File: config.mk
export PLATFORM = sky130hd
export DESIGN_NAME = dmem_arbiter_flat
export DESIGN_NICKNAME = d
export VERILOG_FILES = /design/src/rtl/dmem_arbiter_pkg.sv /design/src/rtl/dmem_arbiter_if.sv /design/src/rtl/dmem_arbiter_starve_cnt.sv /design/src/rtl/dmem_arbiter.sv /design/src/flat_wrapper.sv
export SDC_FILE = /design/constraint.sdc
export NUM_CORES = 1
export LEC_CHECK = 0
export CAP_MARGIN = 40
export CORE_AREA = 2 2 174 176
export CTS_CLUSTER_SIZE = 10
export DETAILED_ROUTE_END_ITERATION = 8
export DIE_AREA = 0 0 176 178
export PLACE_DENSITY = 0.5
export SETUP_SLACK_MARGIN = 0.3
export SYNTH_ARGS = -nofsm -noshare
export SYNTH_HDL_FRONTEND = slang
export SYNTH_HIERARCHICAL = 1
export SYNTH_SLANG_ARGS = --single-unit
File: constraint.sdc
create_clock -name CLK -period 1.75 [get_ports CLK]
set_input_delay 0.175 -clock CLK [delete_from_list [all_inputs] [get_ports CLK]]
set_output_delay 0.175 -clock CLK [all_outputs]
set_load 0.005 [all_outputs]
File: src/rtl/dmem_arbiter_pkg.sv
// dmem_arb_pkg: shared types and defaults for the data-memory arbiter.
//   owner_t                   : owner of the previous cycle's memory access
//   DMEM_ARB_SIZE_DEFAULT     : default data/address width
//   DMEM_ARB_MAX_WAIT_DEFAULT : default external starvation bound in cycles
package dmem_arb_pkg;

  localparam int DMEM_ARB_SIZE_DEFAULT     = 48;
  localparam int DMEM_ARB_MAX_WAIT_DEFAULT = 8;

  typedef enum logic [1:0] {
    OWN_NONE = 2'd0,
    OWN_CPU  = 2'd1,
    OWN_EXT  = 2'd2
  } owner_t;

endpackage

File: src/rtl/dmem_arbiter_if.sv
// dmem_arbiter_if: bundle of the CPU M-stage port, the external requester
// port and the dmem port seen by the arbiter.
//   slave  : arbiter view (requests and MemRD in; grants, data, mem controls out)
//   master : environment view (CPU, external requester and dmem together)
//
// Handshake: the external side raises ExtReq with ExtWE/ExtAddr/ExtWD and
// holds all four stable until it samples ExtGnt=1 at a rising edge; the access
// completes in that cycle, and ExtReq still high afterwards is a new request.
// A read's data appears on ExtRD with a one-cycle ExtRValid pulse in the cycle
// after the grant. The CPU side has no grant: CpuStall=1 means "not served,
// present the same access again next cycle".
interface dmem_arbiter_if
  import dmem_arb_pkg::*;
#(
  parameter int SIZE = DMEM_ARB_SIZE_DEFAULT
);
  logic            CpuReq;
  logic            CpuWE;
  logic [SIZE-1:0] CpuAddr;
  logic [SIZE-1:0] CpuWD;
  logic [SIZE-1:0] CpuRD;
  logic            CpuStall;
  logic            ExtReq;
  logic            ExtWE;
  logic [SIZE-1:0] ExtAddr;
  logic [SIZE-1:0] ExtWD;
  logic            ExtGnt;
  logic [SIZE-1:0] ExtRD;
  logic            ExtRValid;
  logic            MemWE;
  logic [SIZE-1:0] MemA;
  logic [SIZE-1:0] MemWD;
  logic [SIZE-1:0] MemRD;

  modport slave (
    input  CpuReq, CpuWE, CpuAddr, CpuWD,
    input  ExtReq, ExtWE, ExtAddr, ExtWD,
    input  MemRD,
    output CpuRD, CpuStall,
    output ExtGnt, ExtRD, ExtRValid,
    output MemWE, MemA, MemWD
  );

  modport master (
    output CpuReq, CpuWE, CpuAddr, CpuWD,
    output ExtReq, ExtWE, ExtAddr, ExtWD,
    output MemRD,
    input  CpuRD, CpuStall,
    input  ExtGnt, ExtRD, ExtRValid,
    input  MemWE, MemA, MemWD
  );

endinterface

File: src/rtl/dmem_arbiter_starve_cnt.sv
// arb_starve_cnt: saturating count of cycles the external requester has
// waited without a grant.
//   clk, rst : clock, synchronous active-high reset
//   inc      : external request pending and not granted this cycle
//   clr      : request granted or withdrawn (wins over inc)
//   sat      : count has reached MAX_WAIT
//   cnt      : current count
module arb_starve_cnt
  import dmem_arb_pkg::*;
#(
  parameter int MAX_WAIT = DMEM_ARB_MAX_WAIT_DEFAULT,
  localparam int CW      = $clog2(MAX_WAIT + 1)
) (
  input  logic          clk,
  input  logic          rst,
  input  logic          inc,
  input  logic          clr,
  output logic          sat,
  output logic [CW-1:0] cnt
);

  logic [CW-1:0] cnt_q;
  logic [CW-1:0] cnt_d;

  assign sat = (cnt_q == CW'(MAX_WAIT));
  assign cnt = cnt_q;

  always_comb begin
    cnt_d = cnt_q;
    if (clr) begin
      cnt_d = '0;
    end else if (inc && !sat) begin
      cnt_d = cnt_q + 1'b1;
    end
  end

  always_ff @(posedge clk) begin
    if (rst) begin
      cnt_q <= '0;
    end else begin
      cnt_q <= cnt_d;
    end
  end

endmodule

File: src/rtl/dmem_arbiter.sv
// dmem_arbiter: shares the single-port data memory between the CPU M-stage
// and an external requester, one access per cycle.
//   CLK, Reset   : clock, synchronous active-high reset
//   bus          : dmem_arbiter_if.slave (CPU port, external port, dmem port)
//   dbg_owner    : owner of the previous cycle's access
//   dbg_wait_cnt : external starvation counter
// Default policy is fixed CPU priority with a starvation override at MAX_WAIT.
// Defining DMEM_ARB_ROUND_ROBIN_EN makes contended grants alternate against
// the previous owner instead (override still applies).
module dmem_arbiter
  import dmem_arb_pkg::*;
#(
  parameter int SIZE     = DMEM_ARB_SIZE_DEFAULT,
  parameter int MAX_WAIT = DMEM_ARB_MAX_WAIT_DEFAULT,
  localparam int WCW     = $clog2(MAX_WAIT + 1)
) (
  input  logic                CLK,
  input  logic                Reset,
  dmem_arbiter_if.slave       bus,
  output owner_t              dbg_owner,
  output logic [WCW-1:0]      dbg_wait_cnt
);

  owner_t          owner_q, owner_d;
  logic [SIZE-1:0] ext_rd_q, ext_rd_d;
  logic            ext_rvalid_q, ext_rvalid_d;

  logic cpu_req, ext_req;
  logic cpu_win, ext_win;
  logic wait_sat;
  logic wait_inc, wait_clr;

  // Reset masks both requests so every combinational output falls to zero.
  assign cpu_req = bus.CpuReq & ~Reset;
  assign ext_req = bus.ExtReq & ~Reset;

  always_comb begin
    cpu_win = 1'b0;
    ext_win = 1'b0;
    if (cpu_req && ext_req) begin
      if (wait_sat) begin
        ext_win = 1'b1;
      end else begin
`ifdef DMEM_ARB_ROUND_ROBIN_EN
        // Alternate against the last owner; no history means CPU first.
        if (owner_q == OWN_CPU) begin
          ext_win = 1'b1;
        end else begin
          cpu_win = 1'b1;
        end
`else
        cpu_win = 1'b1;
`endif
      end
    end else if (cpu_req) begin
      cpu_win = 1'b1;
    end else if (ext_req) begin
      ext_win = 1'b1;
    end
  end

  always_comb begin
    owner_d = OWN_NONE;
    if (cpu_win) begin
      owner_d = OWN_CPU;
    end else if (ext_win) begin
      owner_d = OWN_EXT;
    end
  end

  // Memory mux and CPU-side results.
  always_comb begin
    bus.MemWE = 1'b0;
    bus.MemA  = '0;
    bus.MemWD = '0;
    bus.CpuRD = '0;
    if (cpu_win) begin
      bus.MemWE = bus.CpuWE;
      bus.MemA  = bus.CpuAddr;
      bus.MemWD = bus.CpuWD;
      bus.CpuRD = bus.MemRD;
    end else if (ext_win) begin
      bus.MemWE = bus.ExtWE;
      bus.MemA  = bus.ExtAddr;
      bus.MemWD = bus.ExtWD;
    end
  end

  assign bus.CpuStall = cpu_req & ~cpu_win;
  assign bus.ExtGnt   = ext_win;

  // External read data is captured on the edge that ends the granted read.
  always_comb begin
    ext_rvalid_d = ext_win & ~bus.ExtWE;
    ext_rd_d     = ext_rvalid_d ? bus.MemRD : ext_rd_q;
  end

  assign wait_inc = ext_req & ~ext_win;
  assign wait_clr = ext_win | ~ext_req;

  arb_starve_cnt #(
    .MAX_WAIT (MAX_WAIT)
  ) u_starve_cnt (
    .clk (CLK),
    .rst (Reset),
    .inc (wait_inc),
    .clr (wait_clr),
    .sat (wait_sat),
    .cnt (dbg_wait_cnt)
  );

  always_ff @(posedge CLK) begin
    if (Reset) begin
      owner_q      <= OWN_NONE;
      ext_rd_q     <= '0;
      ext_rvalid_q <= 1'b0;
    end else begin
      owner_q      <= owner_d;
      ext_rd_q     <= ext_rd_d;
      ext_rvalid_q <= ext_rvalid_d;
    end
  end

  assign bus.ExtRD     = ext_rd_q;
  assign bus.ExtRValid = ext_rvalid_q;
  assign dbg_owner     = owner_q;

endmodule

File: src/flat_wrapper.sv
// flat-port wrapper written by rule: the top's interface ports become plain ports
module dmem_arbiter_flat import dmem_arb_pkg::*;
#(
  parameter int SIZE     = DMEM_ARB_SIZE_DEFAULT,
  parameter int MAX_WAIT = DMEM_ARB_MAX_WAIT_DEFAULT,
  localparam int WCW     = $clog2(MAX_WAIT + 1)
)
  (CLK, Reset, dbg_owner, dbg_wait_cnt, bus_CpuReq, bus_CpuWE, bus_CpuAddr, bus_CpuWD, bus_ExtReq, bus_ExtWE, bus_ExtAddr, bus_ExtWD, bus_MemRD, bus_CpuRD, bus_CpuStall, bus_ExtGnt, bus_ExtRD, bus_ExtRValid, bus_MemWE, bus_MemA, bus_MemWD);
  dmem_arbiter_if #(.SIZE(SIZE)) bus_i ();
  input  logic CLK;
  input  logic Reset;
  output owner_t dbg_owner;
  output logic [WCW-1:0] dbg_wait_cnt;
  input wire logic [$bits(bus_i.CpuReq)-1:0] bus_CpuReq;
  input wire logic [$bits(bus_i.CpuWE)-1:0] bus_CpuWE;
  input wire logic [$bits(bus_i.CpuAddr)-1:0] bus_CpuAddr;
  input wire logic [$bits(bus_i.CpuWD)-1:0] bus_CpuWD;
  input wire logic [$bits(bus_i.ExtReq)-1:0] bus_ExtReq;
  input wire logic [$bits(bus_i.ExtWE)-1:0] bus_ExtWE;
  input wire logic [$bits(bus_i.ExtAddr)-1:0] bus_ExtAddr;
  input wire logic [$bits(bus_i.ExtWD)-1:0] bus_ExtWD;
  input wire logic [$bits(bus_i.MemRD)-1:0] bus_MemRD;
  output wire logic [$bits(bus_i.CpuRD)-1:0] bus_CpuRD;
  output wire logic [$bits(bus_i.CpuStall)-1:0] bus_CpuStall;
  output wire logic [$bits(bus_i.ExtGnt)-1:0] bus_ExtGnt;
  output wire logic [$bits(bus_i.ExtRD)-1:0] bus_ExtRD;
  output wire logic [$bits(bus_i.ExtRValid)-1:0] bus_ExtRValid;
  output wire logic [$bits(bus_i.MemWE)-1:0] bus_MemWE;
  output wire logic [$bits(bus_i.MemA)-1:0] bus_MemA;
  output wire logic [$bits(bus_i.MemWD)-1:0] bus_MemWD;
  assign bus_i.CpuReq = bus_CpuReq;
  assign bus_i.CpuWE = bus_CpuWE;
  assign bus_i.CpuAddr = bus_CpuAddr;
  assign bus_i.CpuWD = bus_CpuWD;
  assign bus_i.ExtReq = bus_ExtReq;
  assign bus_i.ExtWE = bus_ExtWE;
  assign bus_i.ExtAddr = bus_ExtAddr;
  assign bus_i.ExtWD = bus_ExtWD;
  assign bus_i.MemRD = bus_MemRD;
  assign bus_CpuRD = bus_i.CpuRD;
  assign bus_CpuStall = bus_i.CpuStall;
  assign bus_ExtGnt = bus_i.ExtGnt;
  assign bus_ExtRD = bus_i.ExtRD;
  assign bus_ExtRValid = bus_i.ExtRValid;
  assign bus_MemWE = bus_i.MemWE;
  assign bus_MemA = bus_i.MemA;
  assign bus_MemWD = bus_i.MemWD;
  dmem_arbiter #(.SIZE(SIZE), .MAX_WAIT(MAX_WAIT)) u_core (.CLK(CLK), .Reset(Reset), .bus(bus_i), .dbg_owner(dbg_owner), .dbg_wait_cnt(dbg_wait_cnt));
endmodule
# Word level (Yosys, flattened, before mapping)
# Index checks and enable logic that the tools add are counted.
# word_totals
reg_bits,55
in_bits,246
output_inout_bits,202
wordCells,39
# op_classes
addsub,1
n_eq_ne,1
muxes,16
bitwise_logic,11
reduce_logical,5
# ops
operator,count
48-bit 2-to-1 mux,5
1-bit 2-to-1 mux,10
1-bit bitwise AND,5
1-bit inverter,5
4-bit by 1-bit adder with 4-bit output (second input constant),1
4-bit == test (second input constant),1
2-bit OR reduction,2
1-bit logical AND,2
2-bit 2-to-1 mux,1
1-bit zero test,1
1-bit bitwise OR,1

# Depth between registers and ports, before layout
# logic_depth
ltp_word,8
mapped_depth,11
depth_no_buf,10

# Cells and area by module
# The synthesis kept the hierarchy.
# modules_own_cells
mod,n_inst,cells_each,area_each_um2
dmem_arbiter,1,411,3562.2
arb_starve_cnt,1,25,224.0

# Worst setup path before layout
# No wires, ideal clock.
# synth_path
path_kind,register to register
from,register u_core.u_starve_cnt.cnt_q[0] (netlist: u_core/u_starve_cnt/cnt[0])
to,register u_core.u_starve_cnt.cnt_q[2] (netlist: u_core/u_starve_cnt/cnt[2])
arrival_ns,1.917
required_ns,1.684
slack_ns,-0.233
path_stages_with_launch,12
period_less_slack_ns,1.983
path_cell_list,dfxtp_1 > inv_1 > ha_1 > nand3b_4 > inv_2 > and2b_4 > clkbuf_2 > nand2_1 > inv_1 > nand2_1 > or3_1 > a21boi_2
# synth_via
word_cells_on_any_way,10
cone_classes,add/sub (1); eq/ne (1); mux (2); bitwise (3); reduce/logical (3)
# synth_rtl
element,line_no,rtl
from (decl),dmem_arbiter_starve_cnt.sv:22,logic [CW-1:0] cnt_q;
from (signal assigned),dmem_arbiter_starve_cnt.sv:41,cnt_q <= cnt_d;
4-bit == test,dmem_arbiter_starve_cnt.sv:25,assign sat = (cnt_q == CW'(MAX_WAIT));
net u_core.wait_sat,dmem_arbiter.sv:30,logic wait_sat;
1-bit 2-to-1 mux,dmem_arbiter.sv:41,if (wait_sat) begin
1-bit 2-to-1 mux,dmem_arbiter.sv:40,if (cpu_req && ext_req) begin
1-bit bitwise OR,dmem_arbiter.sv:99,assign wait_clr = ext_win | ~ext_req;
net u_core.wait_clr,dmem_arbiter.sv:31,"logic wait_inc, wait_clr;"
2-bit OR reduction (no line),n/a,
# The timed path passes the listed nets, and every way through them passes these cells.
# A chain may end at the register's enable or synchronous reset.

# Worst setup path in the final report
# layout_path
from,register u_core.u_starve_cnt.cnt_q[0] (netlist: u_core/u_starve_cnt/cnt[0])
to,output port bus_MemA[42]
# layout_via
elab_chain_len,5
word_cells_on_any_way,7
cone_classes,eq/ne (1); mux (6)
# layout_lines
element,line_no,rtl
4-bit == test *,dmem_arbiter_starve_cnt.sv:25,
net u_core.wait_sat,dmem_arbiter.sv:30,
1-bit 2-to-1 mux,dmem_arbiter.sv:41,
1-bit 2-to-1 mux,dmem_arbiter.sv:40,
48-bit 2-to-1 mux,dmem_arbiter.sv:82,end else if (ext_win) begin
48-bit 2-to-1 mux *,dmem_arbiter.sv:77,if (cpu_win) begin
to (decl),flat_wrapper.sv:29,output wire logic [$bits(bus_i.MemA)-1:0] bus_MemA;
# Mark *: on every way through the listed nets, which the timed path passes. The rest lies on a longest branch.

==> results.md <==
STA:
- Final hold analysis gives a worst-case slack of 0.374 ns.
- In this run the tightest slew margin relative to its limit is 51.3%.
- Counting I/O delays and the setup requirement, the final critical path takes 2.30 ns.
- The final count of hold timing violations is 0.
- The count of pins over their slew limit came to 0.
- Across all setup checks in the final design, the least slack found is -0.552 ns.
- For this run, the top clock speed supported by timing is 0.434 GHz.
- The transition at the pin with the smallest max-transition slack is 0.731 ns.
- The part of the cycle the worst path needs is 132%.
- The number of setup violations in the final report is 198.
- The final setup skew is 0.00397 ns.
- Setup repair after global routing could not meet its margin everywhere.

Run:
- The max-capacitance violation count is 0.

Drt:
- The count of unresolved DRC violations after routing is 0.
- The number of antenna-violating nets in the routed design is 0.
- Summing over every cut layer, the via total after detailed routing is 5810.
- The overall routed net length is 30.0 mm.
- The detailed router finished its first iteration with 242 violations.
- The average routed wire per standard cell is 22.1 um.
- The first-pass iteration count of the detailed router is 4.
- The routed via count divided by cell count is 4.28.

Synth:
- The cell taking the most area after synthesis is dfxtp_1.
- The number of storage elements in the synthesis netlist is 55.
- The number of enable-type register cells in the synthesized netlist is 0.
- The commonest cells after synthesis are a22o_1 (97), dfxtp_1 (55), inv_1 (54).
- A synthesized cell averages 8.68 sq um.
- Yosys attributes the largest share of cell area to dfxtp_1 (29%), a22o_1 (22%), o311ai_1 (11%).
- The distinct cell type count of the synthesized netlist is 32.
- The post-synthesis instance total is 436.
- Among all cell types in the netlist, the one instantiated most often is a22o_1.
- In the synthesized netlist the async set-or-reset flop fraction comes to 0%.
- The post-synthesis net count is 684.
- Sequential cells were found to cover 29.1% of the synthesized design area.
- The primary flip-flop cell chosen by synthesis mapping is dfxtp_1.
- Yosys printed 6 warnings.
- The mapped netlist covers 0.00379 sq mm.
- The share of Yosys cell area claimed by the top area cell type is 29.1%.

Setup path:
- STA classifies the critical path endpoint as an output port.
- The required time at the endpoint of the critical path is 1.57 ns.
- Of all nets on the critical path, the largest fanout is 8.
- The critical path class is flip-flop to output port.
- The worst endpoint data arrival time is 2.13 ns.
- STA classifies the critical path startpoint as a flip-flop.

Place:
- At the end of routability-driven placement, the weighted congestion stood at 0.873.
- The placed cell area is 0.00893 sq mm.
- The detailed placer's ending HPWL is 20.8 mm.
- The count of input and output buffers is 447.

Clock network:
- TritonCTS built the clock tree.
- Clock latency on the worst-skew pair, taken at its later pin, is 0.29 ns.
- The number of CTS-inserted buffers is 5.
- In this run the number of H-tree levels came out at 2.
- The number of sinks on the clock net is 55.
- In this run the clock root is driven by a clkbuf_16.
- The worst-case clock buffer depth is 2.
- After clock tree synthesis, the clock-pin slew on the worst setup and hold paths is 0.07 ns.

Outcome:
- The final reports fail on setup timing.
- The flow ran to the end, but the final reports show violations.

Die:
- The placeable core area is 0.0294 sq mm.
- The die is 176 um wide.
- The starting density of the core is 12.9%.
- The number of core rows is 63.
- The number of top-level design ports is 448.
- The die is 178 um tall.
- The total die area is 0.0313 sq mm.

Global routing:
- The number of global-route vias before repair was 5858.
- The number of antenna violations at the first check in global routing is 2.
- The wire length of the first global-routing pass is 39.8 mm.
- Entering global routing, the biggest net connects 60 pins.
- In the global route stage, overall resource usage came out at 17.2%.
- After global routing the overflow that remains totals 0.

Pwr:
- Summed over all cells, the static leakage comes to 4.80 nW.
- After layout, the design draws a total of 0.00471 W.
- The power density relative to cell area is 406 mW/mm^2.
- The largest vdd supply drop is 0.556 mV.

Final layout:
- The fraction of layout instances using a drive strength above 1 is 43.6%.
- At the end of the flow, the number of nets in the layout was 1215.
- The multi-input gate area in the final layout is 0.00322 sq mm.
- The number of inserted filler cells in the final layout is 2855.
- Across the whole layout, storage elements account for 0.00110 sq mm.
- The summed area of non-filler cells in the final layout is 0.0116 sq mm.
- Relative to the synthesized area, the layout overhead comes to 207%.

Worst hold path:
- The path class of the tightest hold or removal check is primary input to flip-flop.
critical path: stages, from the launching register on:
cell and delay, ns:
dfxtp_2 0.32, inv_2 0.07, ha_4 0.14, nand3b_4 0.08, inv_4 0.08, nand2_2 0.05
and3_4 0.18, buf_12 0.14, buf_16 0.13, buf_12 0.13, buf_12 0.13, a22o_1 0.24
buf_6 0.13
flip-flops by register name, summed over array words and instances (netlist names):
signal,flops
u_core/bus.ExtRD,48
u_core/u_starve_cnt/cnt,4
u_core/dbg_owner,2
u_core/bus.ExtRValid,1
logic make-up (layout without fill, tap and decap cells):
| kind of cell | after synthesis | in the layout | synth area share (%) |
|---|---|---|---|
| AO/OA/AOI/OAI | 198 | 198 | 44.0 |
| XOR/XNOR | 1 | 1 | 0.231 |
| adder cells (fa/ha/maj) | 2 | 2 | 0.661 |
| buffers and inverters | 114 | 645 | 14.8 |
| flip-flops | 55 | 55 | 29.1 |
| other | 0 | 1 | 0 |
| AND/OR/NAND/NOR | 66 | 66 | 11.2 |
path summary, 6_finish.rpt:
kind                                            startpoint                    endpoint  slack [ns]  cells past startpoint
worst min register to register        u_core/bus.ExtRD[35]        u_core/bus.ExtRD[35]        0.49                      2
worst max register to register  u_core/u_starve_cnt/cnt[0]        u_core/bus.ExtRD[47]       -0.32                     13
worst max-delay path            u_core/u_starve_cnt/cnt[0]                bus_MemA[42]       -0.55                     12
worst min-delay path                                 Reset  u_core/u_starve_cnt/cnt[3]        0.37                      3
power by group:
part	total, W	switching [W]	internal, W
Combinational	0.00224	0.000862	0.00138
Sequential	0.00133	0.0000380	0.00129
Clock	0.00114	0.000474	0.000670
metrics by stage:
| step | util [%] | std cells | TNS [ns] | setup WS (ns) |
|---|---|---|---|---|
| 3_5_place_dp | 30.4 | 1251 | -80.99 | -0.637 |
| 2_1_floorplan | - | 436 | 0 | 0.0158 |
| 3_3_place_gp | 30.4 | 1251 | -77.02 | -0.605 |
| 4_1_cts | 37.4 | 1337 | -66.97 | -0.571 |
| 5_1_grt | 39.5 | 1357 | -83.16 | -0.635 |
| 6_report | 39.5 | 1358 | -69.92 | -0.552 |
what timing repair did:
action,CTS,global route
resized for setup,771,99
cloned,26,5
setup endpoints to repair,206,207
hold buffers,0,0
setup buffers,53,14
pin swaps,29,20
layout by cell type (no fill, tap or decap), types with 3 or more instances in the layout:
cell type and count:
clkdlybuf4s50_1 292, buf_6 96, a22o_1 92, buf_2 69
dfxtp_1 52, and2_4 48, inv_1 48, o311ai_4 48
o31ai_1 45, buf_12 36, buf_16 28, buf_4 28
clkbuf_2 15, clkbuf_16 9, dlymetal6s2s_1 6, buf_8 5
a22o_4 5, inv_2 4, inv_4 4, o31ai_2 3
a21boi_2 3, dfxtp_2 3
routing by layer:
layer | share of wire (%) | up-vias | track usage (%)
met4 | 2.6 | 2 | 5.13
li1 | - | 2748 | -
met2 | 53 | 271 | 31.9
met3 | 7.2 | 37 | 4.65
met5 | 0.043 | - | 0
met1 | 38 | 2752 | 19.1
area by class of cell:
cell class | count | share of cell area [%]
flip-flops and latches | 55 | 9.52
well taps | 390 | 4.20
repair buffers | 580 | 55.0
clock inverters | 1 | 0.259
diodes | 1 | 0.0216
clock buffers | 6 | 1.11
repair inverters | 1 | 0.0754
inverters | 57 | 2.04
multi-input cells | 267 | 27.8
Note: power is estimated with default switching activity, not from simulation.
